`config.mk`:
```
export PLATFORM = sky130hd
export DESIGN_NAME = led_frame_buf_flat
export DESIGN_NICKNAME = d
export VERILOG_FILES = /design/src/rtl/led_pkg.sv /design/src/rtl/led_frame_buf_if.sv /design/src/rtl/led_clr_seq.sv /design/src/rtl/led_frame_buf.sv /design/src/flat_wrapper.sv
export SDC_FILE = /design/constraint.sdc
export NUM_CORES = 1
export LEC_CHECK = 0
export CORE_UTILIZATION = 38
export DETAILED_ROUTE_END_ITERATION = 16
export PLACE_DENSITY = 0.53
export SLEW_MARGIN = 20
export SYNTH_ARGS = -nofsm -noshare
export SYNTH_HDL_FRONTEND = slang
export SYNTH_HIERARCHICAL = 1
export SYNTH_SLANG_ARGS = --single-unit
export TNS_END_PERCENT = 10
```
`constraint.sdc`:
```
create_clock -name clk -period 2.5 [get_ports clk]
set_clock_uncertainty 0.2 [all_clocks]
set_input_delay 0.375 -clock clk [delete_from_list [all_inputs] [get_ports clk]]
set_output_delay 0.375 -clock clk [all_outputs]
set_load 0.02 [all_outputs]
```
`src/rtl/led_pkg.sv`:
```
// Shared constants and types for the LED frame buffer.
package led_pkg;

    localparam int unsigned ROWS_DEF   = 8;
    localparam int unsigned COLS_DEF   = 8;
    localparam int unsigned PIX_W_DEF  = 4;

    // Pixel bit positions at the default pixel width.
    localparam int unsigned PIX_STORED = 3;
    localparam int unsigned PIX_G      = 2;
    localparam int unsigned PIX_R      = 1;

    typedef enum logic {
        CLR_IDLE = 1'b0,
        CLR_RUN  = 1'b1
    } clr_state_t;

endpackage

```
`src/rtl/led_frame_buf_if.sv`:
```
// Pixel write/read, clear and swap signals between controller and frame buffer.
interface led_frame_buf_if #(
    parameter int unsigned ROW_AW = 3,
    parameter int unsigned COL_AW = 3,
    parameter int unsigned PIX_W  = 4
);
    logic              we;
    logic [ROW_AW-1:0] wr_row;
    logic [COL_AW-1:0] wr_col;
    logic [PIX_W-1:0]  wr_data;
    logic              wr_drop;
    logic              rd_en;
    logic [ROW_AW-1:0] rd_row;
    logic [COL_AW-1:0] rd_col;
    logic [PIX_W-1:0]  rd_data;
    logic              rd_valid;
    logic              clr_req;
    logic              clr_busy;
    logic              swap_req;
    logic              frame_sync;
    logic              swap_pend;
    logic              front_sel;

    modport master (
        output we, wr_row, wr_col, wr_data, rd_en, rd_row, rd_col,
               clr_req, swap_req, frame_sync,
        input  wr_drop, rd_data, rd_valid, clr_busy, swap_pend, front_sel
    );

    modport slave (
        input  we, wr_row, wr_col, wr_data, rd_en, rd_row, rd_col,
               clr_req, swap_req, frame_sync,
        output wr_drop, rd_data, rd_valid, clr_busy, swap_pend, front_sel
    );
endinterface

```
`src/rtl/led_clr_seq.sv`:
```
// Clear sequencer: walks every pixel once, column index innermost.
module led_clr_seq
    import led_pkg::*;
#(
    parameter int unsigned ROWS   = ROWS_DEF,
    parameter int unsigned COLS   = COLS_DEF,
    parameter int unsigned ROW_AW = 3,
    parameter int unsigned COL_AW = 3
) (
    input  logic              clk,
    input  logic              rst_n,
    input  logic              start,
    output logic              busy,
    output logic [ROW_AW-1:0] row,
    output logic [COL_AW-1:0] col,
    output logic              wr
);

    localparam logic [ROW_AW-1:0] ROW_LAST = ROW_AW'(ROWS - 1);
    localparam logic [COL_AW-1:0] COL_LAST = COL_AW'(COLS - 1);

    clr_state_t        state, state_nxt;
    logic [ROW_AW-1:0] row_q, row_nxt;
    logic [COL_AW-1:0] col_q, col_nxt;

    // State and address counters.
    always_ff @(posedge clk or negedge rst_n) begin
        if (!rst_n) begin
            state <= CLR_IDLE;
            row_q <= '0;
            col_q <= '0;
        end else begin
            state <= state_nxt;
            row_q <= row_nxt;
            col_q <= col_nxt;
        end
    end

    // Next state: stop after the last row's last column, no power-of-two wrap.
    always_comb begin
        state_nxt = state;
        row_nxt   = row_q;
        col_nxt   = col_q;
        case (state)
            CLR_IDLE: begin
                if (start) begin
                    state_nxt = CLR_RUN;
                    row_nxt   = '0;
                    col_nxt   = '0;
                end
            end
            CLR_RUN: begin
                if (col_q == COL_LAST) begin
                    col_nxt = '0;
                    if (row_q == ROW_LAST) begin
                        state_nxt = CLR_IDLE;
                        row_nxt   = '0;
                    end else begin
                        row_nxt = row_q + ROW_AW'(1);
                    end
                end else begin
                    col_nxt = col_q + COL_AW'(1);
                end
            end
            default: state_nxt = CLR_IDLE;
        endcase
    end

    assign busy = (state == CLR_RUN);
    assign wr   = (state == CLR_RUN);
    assign row  = row_q;
    assign col  = col_q;

endmodule

```
`src/rtl/led_frame_buf.sv`:
```
// Double-buffered LED frame memory with frame-synchronised swap and clear engine.
module led_frame_buf
    import led_pkg::*;
#(
    parameter int unsigned ROWS   = ROWS_DEF,
    parameter int unsigned COLS   = COLS_DEF,
    parameter int unsigned PIX_W  = PIX_W_DEF,
    parameter int unsigned ROW_AW = 3,
    parameter int unsigned COL_AW = 3
) (
    input logic             clk,
    input logic             rst_n,
    led_frame_buf_if.slave  bus
);

    localparam int unsigned RI_W = (ROWS > 1) ? $clog2(ROWS) : 1;
    localparam int unsigned CI_W = (COLS > 1) ? $clog2(COLS) : 1;
    localparam logic [ROW_AW:0] ROW_LIM = (ROW_AW + 1)'(ROWS);
    localparam logic [COL_AW:0] COL_LIM = (COL_AW + 1)'(COLS);

    logic [PIX_W-1:0]  mem [2][ROWS][COLS];
    logic              front_sel;
    logic              swap_pend;
    logic              clr_buf;
    logic              clr_busy;
    logic              clr_wr;
    logic [ROW_AW-1:0] clr_row;
    logic [COL_AW-1:0] clr_col;
    logic [PIX_W-1:0]  rd_data;
    logic              rd_valid;
    logic              wr_drop;

    logic wr_in_rng;
    logic rd_in_rng;
    logic clr_go;
    logic swap_go;
    logic wr_ok;

    assign wr_in_rng = ({1'b0, bus.wr_row} < ROW_LIM) && ({1'b0, bus.wr_col} < COL_LIM);
    assign rd_in_rng = ({1'b0, bus.rd_row} < ROW_LIM) && ({1'b0, bus.rd_col} < COL_LIM);
    assign clr_go    = bus.clr_req && !clr_busy;
    assign swap_go   = swap_pend && bus.frame_sync && !clr_busy;
    // A clear starting this cycle already owns the back buffer.
    assign wr_ok     = bus.we && wr_in_rng && !clr_busy && !clr_go;

    led_clr_seq #(
        .ROWS   (ROWS),
        .COLS   (COLS),
        .ROW_AW (ROW_AW),
        .COL_AW (COL_AW)
    ) u_clr_seq (
        .clk   (clk),
        .rst_n (rst_n),
        .start (clr_go),
        .busy  (clr_busy),
        .row   (clr_row),
        .col   (clr_col),
        .wr    (clr_wr)
    );

    // Swap request tracking; clear target is the back buffer after any same-cycle swap.
    always_ff @(posedge clk or negedge rst_n) begin
        if (!rst_n) begin
            front_sel <= 1'b0;
            swap_pend <= 1'b0;
            clr_buf   <= 1'b1;
        end else begin
            if (swap_go) begin
                front_sel <= ~front_sel;
                swap_pend <= 1'b0;
            end else if (bus.swap_req) begin
                swap_pend <= 1'b1;
            end
            if (clr_go) begin
                clr_buf <= swap_go ? front_sel : ~front_sel;
            end
        end
    end

    // Pixel storage: clear engine or controller writes into the back buffer.
    always_ff @(posedge clk or negedge rst_n) begin
        if (!rst_n) begin
            for (int b = 0; b < 2; b++) begin
                for (int r = 0; r < int'(ROWS); r++) begin
                    for (int c = 0; c < int'(COLS); c++) begin
                        mem[b][r][c] <= '0;
                    end
                end
            end
        end else if (clr_wr) begin
            mem[clr_buf][RI_W'(clr_row)][CI_W'(clr_col)] <= '0;
        end else if (wr_ok) begin
            mem[~front_sel][RI_W'(bus.wr_row)][CI_W'(bus.wr_col)] <= bus.wr_data;
        end
    end

    // Registered front-buffer read and write-drop flag.
    always_ff @(posedge clk or negedge rst_n) begin
        if (!rst_n) begin
            rd_data  <= '0;
            rd_valid <= 1'b0;
            wr_drop  <= 1'b0;
        end else begin
            rd_valid <= bus.rd_en;
            wr_drop  <= bus.we && !wr_ok;
            if (bus.rd_en) begin
                rd_data <= rd_in_rng ? mem[front_sel][RI_W'(bus.rd_row)][CI_W'(bus.rd_col)] : '0;
            end
        end
    end

    assign bus.rd_data   = rd_data;
    assign bus.rd_valid  = rd_valid;
    assign bus.wr_drop   = wr_drop;
    assign bus.clr_busy  = clr_busy;
    assign bus.swap_pend = swap_pend;
    assign bus.front_sel = front_sel;

endmodule

```
`src/flat_wrapper.sv`:
```
// flat-port wrapper written by rule: the top's interface ports become plain ports
module led_frame_buf_flat import led_pkg::*;
#(
    parameter int unsigned ROWS   = ROWS_DEF,
    parameter int unsigned COLS   = COLS_DEF,
    parameter int unsigned PIX_W  = PIX_W_DEF,
    parameter int unsigned ROW_AW = 3,
    parameter int unsigned COL_AW = 3
)
  (clk, rst_n, bus_we, bus_wr_row, bus_wr_col, bus_wr_data, bus_rd_en, bus_rd_row, bus_rd_col, bus_clr_req, bus_swap_req, bus_frame_sync, bus_wr_drop, bus_rd_data, bus_rd_valid, bus_clr_busy, bus_swap_pend, bus_front_sel);
  led_frame_buf_if #(.ROW_AW(ROW_AW), .COL_AW(COL_AW), .PIX_W(PIX_W)) bus_i ();
  input logic clk;
  input logic rst_n;
  input wire logic [$bits(bus_i.we)-1:0] bus_we;
  input wire logic [$bits(bus_i.wr_row)-1:0] bus_wr_row;
  input wire logic [$bits(bus_i.wr_col)-1:0] bus_wr_col;
  input wire logic [$bits(bus_i.wr_data)-1:0] bus_wr_data;
  input wire logic [$bits(bus_i.rd_en)-1:0] bus_rd_en;
  input wire logic [$bits(bus_i.rd_row)-1:0] bus_rd_row;
  input wire logic [$bits(bus_i.rd_col)-1:0] bus_rd_col;
  input wire logic [$bits(bus_i.clr_req)-1:0] bus_clr_req;
  input wire logic [$bits(bus_i.swap_req)-1:0] bus_swap_req;
  input wire logic [$bits(bus_i.frame_sync)-1:0] bus_frame_sync;
  output wire logic [$bits(bus_i.wr_drop)-1:0] bus_wr_drop;
  output wire logic [$bits(bus_i.rd_data)-1:0] bus_rd_data;
  output wire logic [$bits(bus_i.rd_valid)-1:0] bus_rd_valid;
  output wire logic [$bits(bus_i.clr_busy)-1:0] bus_clr_busy;
  output wire logic [$bits(bus_i.swap_pend)-1:0] bus_swap_pend;
  output wire logic [$bits(bus_i.front_sel)-1:0] bus_front_sel;
  assign bus_i.we = bus_we;
  assign bus_i.wr_row = bus_wr_row;
  assign bus_i.wr_col = bus_wr_col;
  assign bus_i.wr_data = bus_wr_data;
  assign bus_i.rd_en = bus_rd_en;
  assign bus_i.rd_row = bus_rd_row;
  assign bus_i.rd_col = bus_rd_col;
  assign bus_i.clr_req = bus_clr_req;
  assign bus_i.swap_req = bus_swap_req;
  assign bus_i.frame_sync = bus_frame_sync;
  assign bus_wr_drop = bus_i.wr_drop;
  assign bus_rd_data = bus_i.rd_data;
  assign bus_rd_valid = bus_i.rd_valid;
  assign bus_clr_busy = bus_i.clr_busy;
  assign bus_swap_pend = bus_i.swap_pend;
  assign bus_front_sel = bus_i.front_sel;
  led_frame_buf #(.ROWS(ROWS), .COLS(COLS), .PIX_W(PIX_W), .ROW_AW(ROW_AW), .COL_AW(COL_AW)) u_core (.clk(clk), .rst_n(rst_n), .bus(bus_i));
endmodule
```
### After elaboration in Yosys (flattened, before gate mapping)

Index checks and enable logic that the tools add are counted.

| storage, ports and cells | value |
|---|---|
| register bits | 528 |
| output and inout port bits | 9 |

| operators by class | value |
|---|---|
| add/sub/neg operators | 2 |
| order comparisons | 15 |
| equal/unequal tests | 4 |
| muxes and demuxes | 37 |
| bitwise operators | 13 |
| reduce and logical (&&, ||, !) cells | 18 |

Operator list:

| kind | count |
|---|---|
| 2-to-1 mux 256 bit | 5 |
| 2-to-1 mux 512 bit | 2 |
| bitwise AND 512 bit | 1 |
| bitwise mux 512 bit | 1 |
| demux 256 bit (select 1 bit) | 2 |
| NOT 512 bit | 1 |
| demux 32 bit (select 3 bit) | 2 |
| 2-to-1 mux 32 bit | 4 |
| binary-select mux 32 bit (select 3 bit) | 1 |
| demux 4 bit (select 3 bit) | 2 |
| >= comparator 4 bit (second input constant) | 6 |
| NOT 3 -> 4 bit | 6 |
| less-than comparator 4 x 1 -> 1 bit (second input constant) | 4 |
| 2-to-1 mux 4 bit | 4 |
| binary-select mux 4 bit (select 3 bit) | 1 |
| logical AND 1 bit | 12 |
| 2-to-1 mux 3 bit | 4 |
| one-hot mux 3 bit (2 select lines) | 2 |
| adder 3 x 1 -> 3 bit (second input constant) | 2 |
| == test 3 bit (second input constant) | 2 |
| >= comparator 2 bit (second input constant) | 3 |
| 2-to-1 mux 1 bit | 6 |
| NOT 1 -> 2 bit | 3 |
| less-than comparator 2 x 1 -> 1 bit (second input constant) | 2 |
| 6 further kinds | 11 |

### Depth between registers and ports, before layout

Gate-level depths: netlist of the first run.

| depth | value |
|---|---|
| depth after elaboration | 12 |
| gate-level depth with buffers | 11 |
| mapped depth without buffers | 6 |

### Modules after synthesis

The synthesis of the first run kept the hierarchy.

Modules (own cells, without submodules):

| module | instances | cells an instance | area an instance (µm²) |
|---|---|---|---|
| led_frame_buf | 1 | 2,882 | 25,963.7 |
| led_clr_seq | 1 | 29 | 374.1 |

### Worst setup path after synthesis of the first run

Ideal clock, no wire load.

| timing | value |
|---|---|
| path kind | register to register |
| start | register u_core.front_sel, in the netlist u_core/bus.front_sel |
| end | register u_core.rd_data[1], in the netlist u_core/bus.rd_data[1] |
| setup time | 0.120 ns |
| data arrival time | 2.262 ns |
| required time | 2.180 ns |
| slack | -0.082 ns |
| stages on the path, launching flop included | 10 |
| path buffers | 3 |
| period minus slack after synthesis | 2.582 ns |
| path through | dfrtp_1 buf_4 buf_6 buf_2 mux4_2 mux2i_1 nor2_1 nor3_1 o211ai_1 a31o_2 |

| between the ends | value |
|---|---|
| word-level cells in the longest chain between the ends | 10 |

RTL lines:

| item | RTL line | RTL |
|---|---|---|
| start: declaration | led_frame_buf.sv:22 | `logic front_sel;` |
| start signal: assignment | led_frame_buf.sv:69 | `front_sel <= ~front_sel;` |
| NOT 1 -> 2 bit (not written as such) | led_frame_buf.sv:107 | `rd_data <= rd_in_rng ? mem[front_sel][RI_W'(bus.rd_row)][CI_W'(bus.rd_col)] : '0;` |
| 2-to-1 mux 256 bit (not written as such) (3 in a row) | led_frame_buf.sv:107 |  |
| binary-select mux 32 bit (select 3 bit) | led_frame_buf.sv:107 |  |
| 2-to-1 mux 32 bit (not written as such) (2 in a row) | led_frame_buf.sv:107 |  |
| binary-select mux 4 bit (select 3 bit) | led_frame_buf.sv:107 |  |
| 2-to-1 mux 4 bit (not written as such) (2 in a row) | led_frame_buf.sv:107 |  |
| end signal: assignment | led_frame_buf.sv:107 |  |
| end: declaration | led_frame_buf.sv:29 | `logic [PIX_W-1:0] rd_data;` |

Every way passes these cells. The select of a mux whose other input is x is not followed.
A chain may end at the register's enable or synchronous reset.

### Final worst setup path of the first run

Ends and elaborated chain as after synthesis.

==> results of run 1 <==
[kinds of logic after synthesis]
group | Yosys count
xor+xnor | 1
mux | 180
compound gates | 716
flops | 528
simple gates | 1322
fa+ha+maj | 4
buf+inv | 160
[cell usage after synthesis (all sizes together) (3+ instances only)]
library cell / count / area, um2
nand2: 1062 / 4000
o21ai: 634 / 3170
dfrtp: 527 / 13200
nor2: 150 / 689
clkbuf: 101 / 379
mux4: 97 / 2180
mux2i: 82 / 821
buf: 52 / 395
a221oi: 22 / 193
nand3: 19 / 113
nor2b: 19 / 119
nor3: 15 / 114
o22ai: 14 / 87.6
and3: 10 / 62.6
and2: 8 / 50.1
nand2b: 8 / 50.1
inv: 7 / 26.3
nand3b: 7 / 52.6
a211oi: 6 / 45.0
a31oi: 6 / 37.5
a22o: 5 / 46.3
o21a: 5 / 37.5
ha: 4 / 50.1
o211ai: 4 / 30.0
o221ai: 4 / 35.0
nand4: 3 / 18.8
nor3b: 3 / 22.5
or2: 3 / 18.8
or3: 3 / 18.8
[cell type report]
cell class	count	area, um2
Clock inverter	21	240
Inverter	7	26.3
Timing Repair Buffer	343	3340
Sequential cell	528	13200
Multi-Input combinational cell	2223	12600
Tap cell	931	1160
Clock buffer	92	1830
Fill cell	6374	36200
[where the power goes]
group	internal, W	switching [W]	total (W)
Sequential	0.0114	0.00189	0.0132
Combinational	0.00416	0.00527	0.00943
Clock	0.00545	0.00376	0.00921
[per-stage QoR]
stage / utilization, % / TNS, ns / cell area [um2] / hold WS, ns / total power (W)
after floorplan: - / -0.144 / 26400 / -0.121 / 0.0180
after global placement: 43.6 / -102.19 / 29900 / 0.194 / 0.0218
after detailed placement: 43.6 / -114.32 / 29900 / 0.182 / 0.0222
after CTS: 47.0 / -0.550 / 32200 / 0.0186 / 0.0317
after global routing: 47.2 / -0.940 / 32400 / 0.0387 / 0.0335
final: 47.2 / -0.538 / 32400 / 0.0329 / 0.0319
[tightest hold or removal path, cell delays in order]
cell and delay, ns:
buf_4 0.28, nand2_1 0.11, o21ai_1 0.05
[how the worst max path moves through the flow]
stage	start	end	slack (ns)	cells past startpoint
after global routing	u_core/bus.front_sel	u_core/bus.rd_data[1]	-0.18	7
after CTS	u_core/bus.front_sel	u_core/bus.rd_data[1]	-0.14	6
after floorplan	u_core/u_clr_seq/busy	u_core/mem[144]	-0.01	6
final	u_core/bus.front_sel	u_core/bus.rd_data[1]	-0.16	7
after global placement	bus_rd_col[0]	u_core/bus.rd_data[2]	-0.67	7
after detailed placement	bus_rd_col[0]	u_core/bus.rd_data[1]	-0.64	7
[flip-flops by register name (all words and copies together), names as in the netlist]
signal                 cells
u_core/mem               512
u_core/bus.rd_data         4
u_core/u_clr_seq/col       3
u_core/u_clr_seq/row       3
u_core/bus.front_sel       1
u_core/bus.rd_valid        1
u_core/bus.swap_pend       1
u_core/bus.wr_drop         1
u_core/clr_buf             1
u_core/u_clr_seq/busy      1
[per-layer routing]
metal  track usage, %  up-vias  wire length (um)  part of all wire (%)
li1                 -    10500                 -                     -
met1             37.9    11400             41700                    44
met2             42.4      871             43300                    46
met3             4.72      150              6990                   7.4
met4             8.70        2              2890                   3.0
met5                0        -                17                 0.018
[what timing repair did]
item / 4_1_cts / 5_1_grt
cloned: 1 / 2
resized for setup: 32 / 29
endpoints found under the hold margin: 274 / 0
endpoints found under the setup margin: 5 / 102
setup buffers: 5 / 5
hold buffers: 3 / 0
pin swaps: 3 / 7
==> reports/qor.yml, run 1 <==
critical_path:
  max_stage_delay_ns: 0.58
  cp.arrival_ns: 2.99
  worst-path-max-fanout: 18
  cp-end-kind: "flip-flop"
  start_kind: "flip-flop"
  path_delay_family: "multiplexers"
  reg2reg_from: "u_core/bus.front_sel"
  crit_type: "reg2reg"
  cp_num_buf_inv: 2
  cpMostUsedCell: "buf_12"
  r2r_setup_slack_ns: -0.16
  ff2ff_path_depth: 7
  worstPathRequired_ns: 2.82
  critical_path.cell_chain: "buf_12 -> buf_12 -> mux4_2 -> nor3b_1 -> nor4_4 -> o41ai_2 -> a31o_2"
  r2r-end: "u_core/bus.rd_data[1]"
  critical-path-slowest-cell: "mux4_2"
timing:
  hold_viol: 0
  tightest_slew_ns: 0.869
  rsz0062_at_grt: "yes"
  setup_slack_ns: -0.162
  slew_headroom_pct: 41.9
  slew_violations: 0
  max_freq_mhz: 376
  post-route-min-period_ns: 2.66
  setup_viol: 4
  finalCritPeriodShare_pct: 106
route:
  drt_iter0_markers: 1950
  routed_via_density: 5.53
  drc_errors: 0
  wire_per_inst_um: 22.9
  drt-total-wl_mm: 94.8
  vias: 22900
  drtPass1Iterations: 9
  antenna_left: 0
synth:
  synthCells: 2911
  synth_ff_type: "dfrtp_1"
  syn_area_um2: 26300
  synth-xor-area-share_pct: 0.0333
  synthDistinctLibCells: 67
  synth_mux_area_share_pct: 11.5
  synth_compound_area_share_pct: 14.5
  yosys_warnings: 6
  synth_top_family_by_area: "simple AND/OR/NAND/NOR gates"
  synth_fa_ha_area_share_pct: 0.190
  synth_fp_nets: 2938
  ys_seq_area_share_pct: 50.2
  synthSimpleGateAreaFrac_pct: 20.6
  synth_edf_count: 0
  ys_ff_latch: 528
  syn_area_per_cell_um2: 9.05
  async_reset_ff_share_pct: 100
place:
  dp_worst_setup_slack_ns: -0.643
  place_congestion: 0.911
  portBuffers: 31
  dp_hpwl_mm: 64.1
  dp.cells: 4017
cts:
  clock_latency_ns: 0.66
  htreeDepth: 2
  cts_tree: "yes"
  clock_path_buffers: 3
  cts_made_buffers: 61
  path_clk_slew_ns: 0.06
  cts_root_buf: "clkbuf_16"
  cts.sinks: 528
min_path:
  hold_path_end: "u_core/mem[351]"
  hold_path_depth: 3
  min_from: "bus_wr_data[3]"
  hp-class: "in2reg"
global_route:
  gr-total-overflow: 0
  grtUsageTotal_pct: 27.0
  antenna_found_initial: 1
  grt_max_degree: 74
  grt_pass1_wl_mm: 143
  grt_pass1_vias: 22600
floorplan:
  die_h_um: 265
  dieArea_um2: 70400
  rows: 96
  io_pins: 32
  die_w_um: 265
  core-area_um2: 68600
  initial_core_util_pct: 38.4
power_and_ir_drop:
  p_leak_nw: 13.4
  ir_drop_v: 0.000572
  p_per_area_nw_per_um2: 984
job:
  drv_cap: 0
final_layout:
  syn_to_final_growth_pct: 23.0
  fin_cells: 4145
  drive_gt1_share_pct: 18.8
  layout.nets: 3191
  final_common_cell: "nand2_1"
  final_cell_mix: "nand2_1, o21ai_0, dfrtp_1"
  n_antenna_cell: 0
status:
  violations: "setup timing"
  status: "complete, but fails checks"
Power figures use the tool's default switching activity.
==> inputs of run 2 (changes only) <==
--- a/config.mk
+++ b/config.mk
@@ -5,9 +5,9 @@
 export SDC_FILE = /design/constraint.sdc
 export NUM_CORES = 1
 export LEC_CHECK = 0
-export CORE_UTILIZATION = 38
+export CORE_UTILIZATION = 50
 export DETAILED_ROUTE_END_ITERATION = 16
-export PLACE_DENSITY = 0.53
+export PLACE_DENSITY = 0.66
 export SLEW_MARGIN = 20
 export SYNTH_ARGS = -nofsm -noshare
 export SYNTH_HDL_FRONTEND = slang
==> run 2 against run 1 <==
The flow still finishes with violations (setup timing); register-to-register slack is essentially flat; clock power grew 0.4%; sequential share of layout area grew 0.26 points; core utilization grew 15 points; cell count shrank 5.8%; first-iteration DRC count grew 28%; cell area shrank 0.63%; sequential cell count is the same; largest power group unchanged; highest routed layer unchanged.
==> reports/qor.yml, run 2 (synthesis gave the netlist of run 1 again) <==
place:
  dp_hpwl_mm: 61.5  # -4.1%
  dp_worst_setup_slack_ns: -0.473  # +0.170 ns
  portBuffers: 31  # unchanged
  place_congestion: 0.938  # +2.9%
  placed_area_um2: 29700  # -0.75%
final_layout:
  n_antenna_cell: 0  # unchanged
  layout.nets: 3206  # +0.47%
  largest_register_ffs: 512  # unchanged
  largestRegisters: "u_core/mem: 512 flops, u_core/bus.rd_data: 4 flops"
  syn_to_final_growth_pct: 22.2
  final_common_cell: "nand2_1"
  regMostFlops: "u_core/mem"
  drive_gt1_share_pct: 18.9  # +0.12 points
  fillers: 4191  # -34%
  fin_util_pct: 62.3  # +15 points
  final_cell_mix: "nand2_1, o21ai_0, dfrtp_1"
  finalInstanceArea_um2: 32200  # -0.63%
route:
  vias: 23500  # +2.8%
  drc_errors: 0  # unchanged
  routed_via_density: 6.03  # +9.0%
  drt_iter0_markers: 2495  # +28%
  antenna_left: 0  # unchanged
  drt-total-wl_mm: 91.2  # -3.8%
  drtPass1Iterations: 5  # -4
  wire_per_inst_um: 23.3  # +2.0%
critical_path:
  critical-path-slowest-cell: "dfrtp_4"
  ff2ff_path_depth: 10  # +3
  r2r-end: "u_core/bus.rd_data[0]"
  crit_end: "u_core/bus.rd_data[0]"
  start_kind: "flip-flop"
  cp-end-kind: "flip-flop"
  cp.arrival_ns: 2.98  # about the same
  worstPathRequired_ns: 2.82  # about the same
  startpoint: "u_core/bus.front_sel"
  path_depth: 10  # +3
  critical_path.cell_chain: "buf_6 -> buf_6 -> nor2b_4 -> buf_4 -> a221oi_1 -> o21ai_1 -> buf_4 -> nand3_1 -> a41oi_1 -> o31ai_1"
  crit_type: "reg2reg"
  r2r_setup_slack_ns: -0.16  # about the same
  cp_num_buf_inv: 4  # +2
  max_stage_delay_ns: 0.50  # -0.08 ns
  worst-path-max-fanout: 8  # -10
  path_delay_family: "compound AO/OA/AOI/OAI gates"
  reg2reg_from: "u_core/bus.front_sel"
power_and_ir_drop:
  clkPwrFrac_pct: 28.8  # about the same
  power_w: 0.0322  # +0.82%
  ir_drop_v: 0.000614  # +7.2%
  switching_share_pct: 34.1  # -0.11 points
  switchingPower_w: 0.0110  # +0.50%
  pwr-share-seq_pct: 41.4  # about the same
  comb_power_share_pct: 29.8  # +0.2 points
  p_per_area_nw_per_um2: 999  # +1.5%
  p_int_w: 0.0212  # +0.99%
  p_leak_nw: 13.4  # +0.42%
global_route:
  grt_max_degree: 109  # +47%
  grt_pass1_vias: 23200  # +2.5%
  met1_usage_pct: 47.8  # +10 points
  grtUsageTotal_pct: 34.7  # +7.8 points
  grt_pass1_wl_mm: 141  # -1.6%
  grt_use_met2_pct: 52.8  # +10 points
  antenna_found_initial: 2  # +1
  grtUsageMet3_pct: 8.16  # +3.4 points
  top_usage_layer: "met2"
  gr-total-overflow: 0  # unchanged
cts:
  cts_tree: "yes"
  path_clk_slew_ns: 0.07  # about the same
  cts.sinks: 528  # unchanged
  cts_root_buf: "clkbuf_16"
  clock_path_buffers: 3  # unchanged
  clock_latency_ns: 0.64  # -0.02 ns
  htreeDepth: 2  # unchanged
  cts_made_buffers: 58  # -4.9%
timing:
  max_freq_mhz: 376  # about the same
  slew_violations: 0  # unchanged
  post-route-min-period_ns: 2.66  # -0.00111 ns
  slew_headroom_pct: 54.5  # +13 points
  setup_slack_ns: -0.160  # +0.00111 ns
  hold_viol: 0  # unchanged
  setup_viol: 4  # unchanged
  finalCritPeriodShare_pct: 106  # about the same
  rsz0062_at_grt: "yes"
  setup_tns_ns: -0.424  # +0.114 ns
  tightest_slew_ns: 0.682  # -0.187 ns
floorplan:
  io_pins: 32  # unchanged
  dieArea_um2: 53600  # -24%
  die_w_um: 232  # -13%
  rows: 83  # -14%
  die_h_um: 232  # -13%
  core-area_um2: 51700  # -25%
  initial_core_util_pct: 50.9  # +13 points
job:
  drv_cap: 0  # unchanged
status:
  violations: "setup timing"
  status: "complete, but fails checks"
min_path:
  min_from: "bus_wr_data[0]"
  hp-class: "in2reg"
==> run 2: cell count changes in the layout (fill, tap and decap cells not counted), moves of 3 or more <==
cell | before | now
o21ai_1 | 52 | 49
bufinv_16 | 4 | 9
nor2b_1 | 13 | 16
clkbuf_16 | 62 | 59
clkinvlp_4 | 2 | 5
clkbuf_8 | 20 | 10
nor2b_2 | 4 | 1
o21ai_0 | 579 | 583
dlygate4sd3_1 | 3 | 6
inv_6 | 1 | 4
buf_4 | 252 | 267
==> run 2: layout make-up <==
cell class	count	area, um2	area share, %
sequential	528	13200	41.1
multi-input combinational	2223	12600	39.0
timing repair buffer	361	3500	10.9
clock buffer	78	1640	5.09
tap	680	851	2.64
clock inverter	29	402	1.25
inverter	7	26.3	0.0816
==> run 2: power groups by stage <==
stage               logic (W)  registers [W]  clock network (W)
CTS                   0.00939         0.0132            0.00937
detailed placement    0.00875         0.0134                  0
global route           0.0103         0.0136            0.00968
global placement      0.00843         0.0133                  0
floorplan             0.00556         0.0125                  0
finish                0.00959         0.0133            0.00925
==> run 2: worst min-delay path by stage <==
stage | to | cells past startpoint
2_1_floorplan | u_core/bus.front_sel | 0
3_3_place_gp | u_core/mem[243] | 1
3_5_place_dp | u_core/mem[243] | 1
4_1_cts | u_core/mem[236] | 3
5_1_grt | u_core/mem[236] | 3
6_report | u_core/mem[460] | 3
==> run 2: routing by layer <==
| metal | up-vias | wire, um |
|---|---|---|
| met1 | 11500 | 37300 |
| met4 | 4 | 3870 |
| met5 | - | 27 |
| li1 | 10600 | - |
| met2 | 1194 | 40700 |
| met3 | 231 | 9300 |
==> run 2: worst min-delay path, delay by kind of cell <==
family / cells / cell delay (ns)
compound gates: 1 / 0.07
buf+inv: 1 / 0.31
simple gates: 1 / 0.12
==> run 2: metrics by stage <==
stage	std cells	hold WS, ns
2_1_floorplan	2911	-0.121
3_3_place_gp	3776	0.0578
3_5_place_dp	3776	0.0574
4_1_cts	3906	0.0575
5_1_grt	3906	0.0971
6_report	3906	0.0912
==> run 2: repair_timing <==
| action | CTS | global route |
|---|---|---|
| hold buffers | 6 | 0 |
| pin swaps | 10 | 3 |
| endpoints found under the hold margin | 437 | 0 |
| setup buffers | 15 | 0 |
| gates cloned | 2 | 0 |
| resized for setup | 41 | 17 |
| setup endpoints to repair | 29 | 23 |
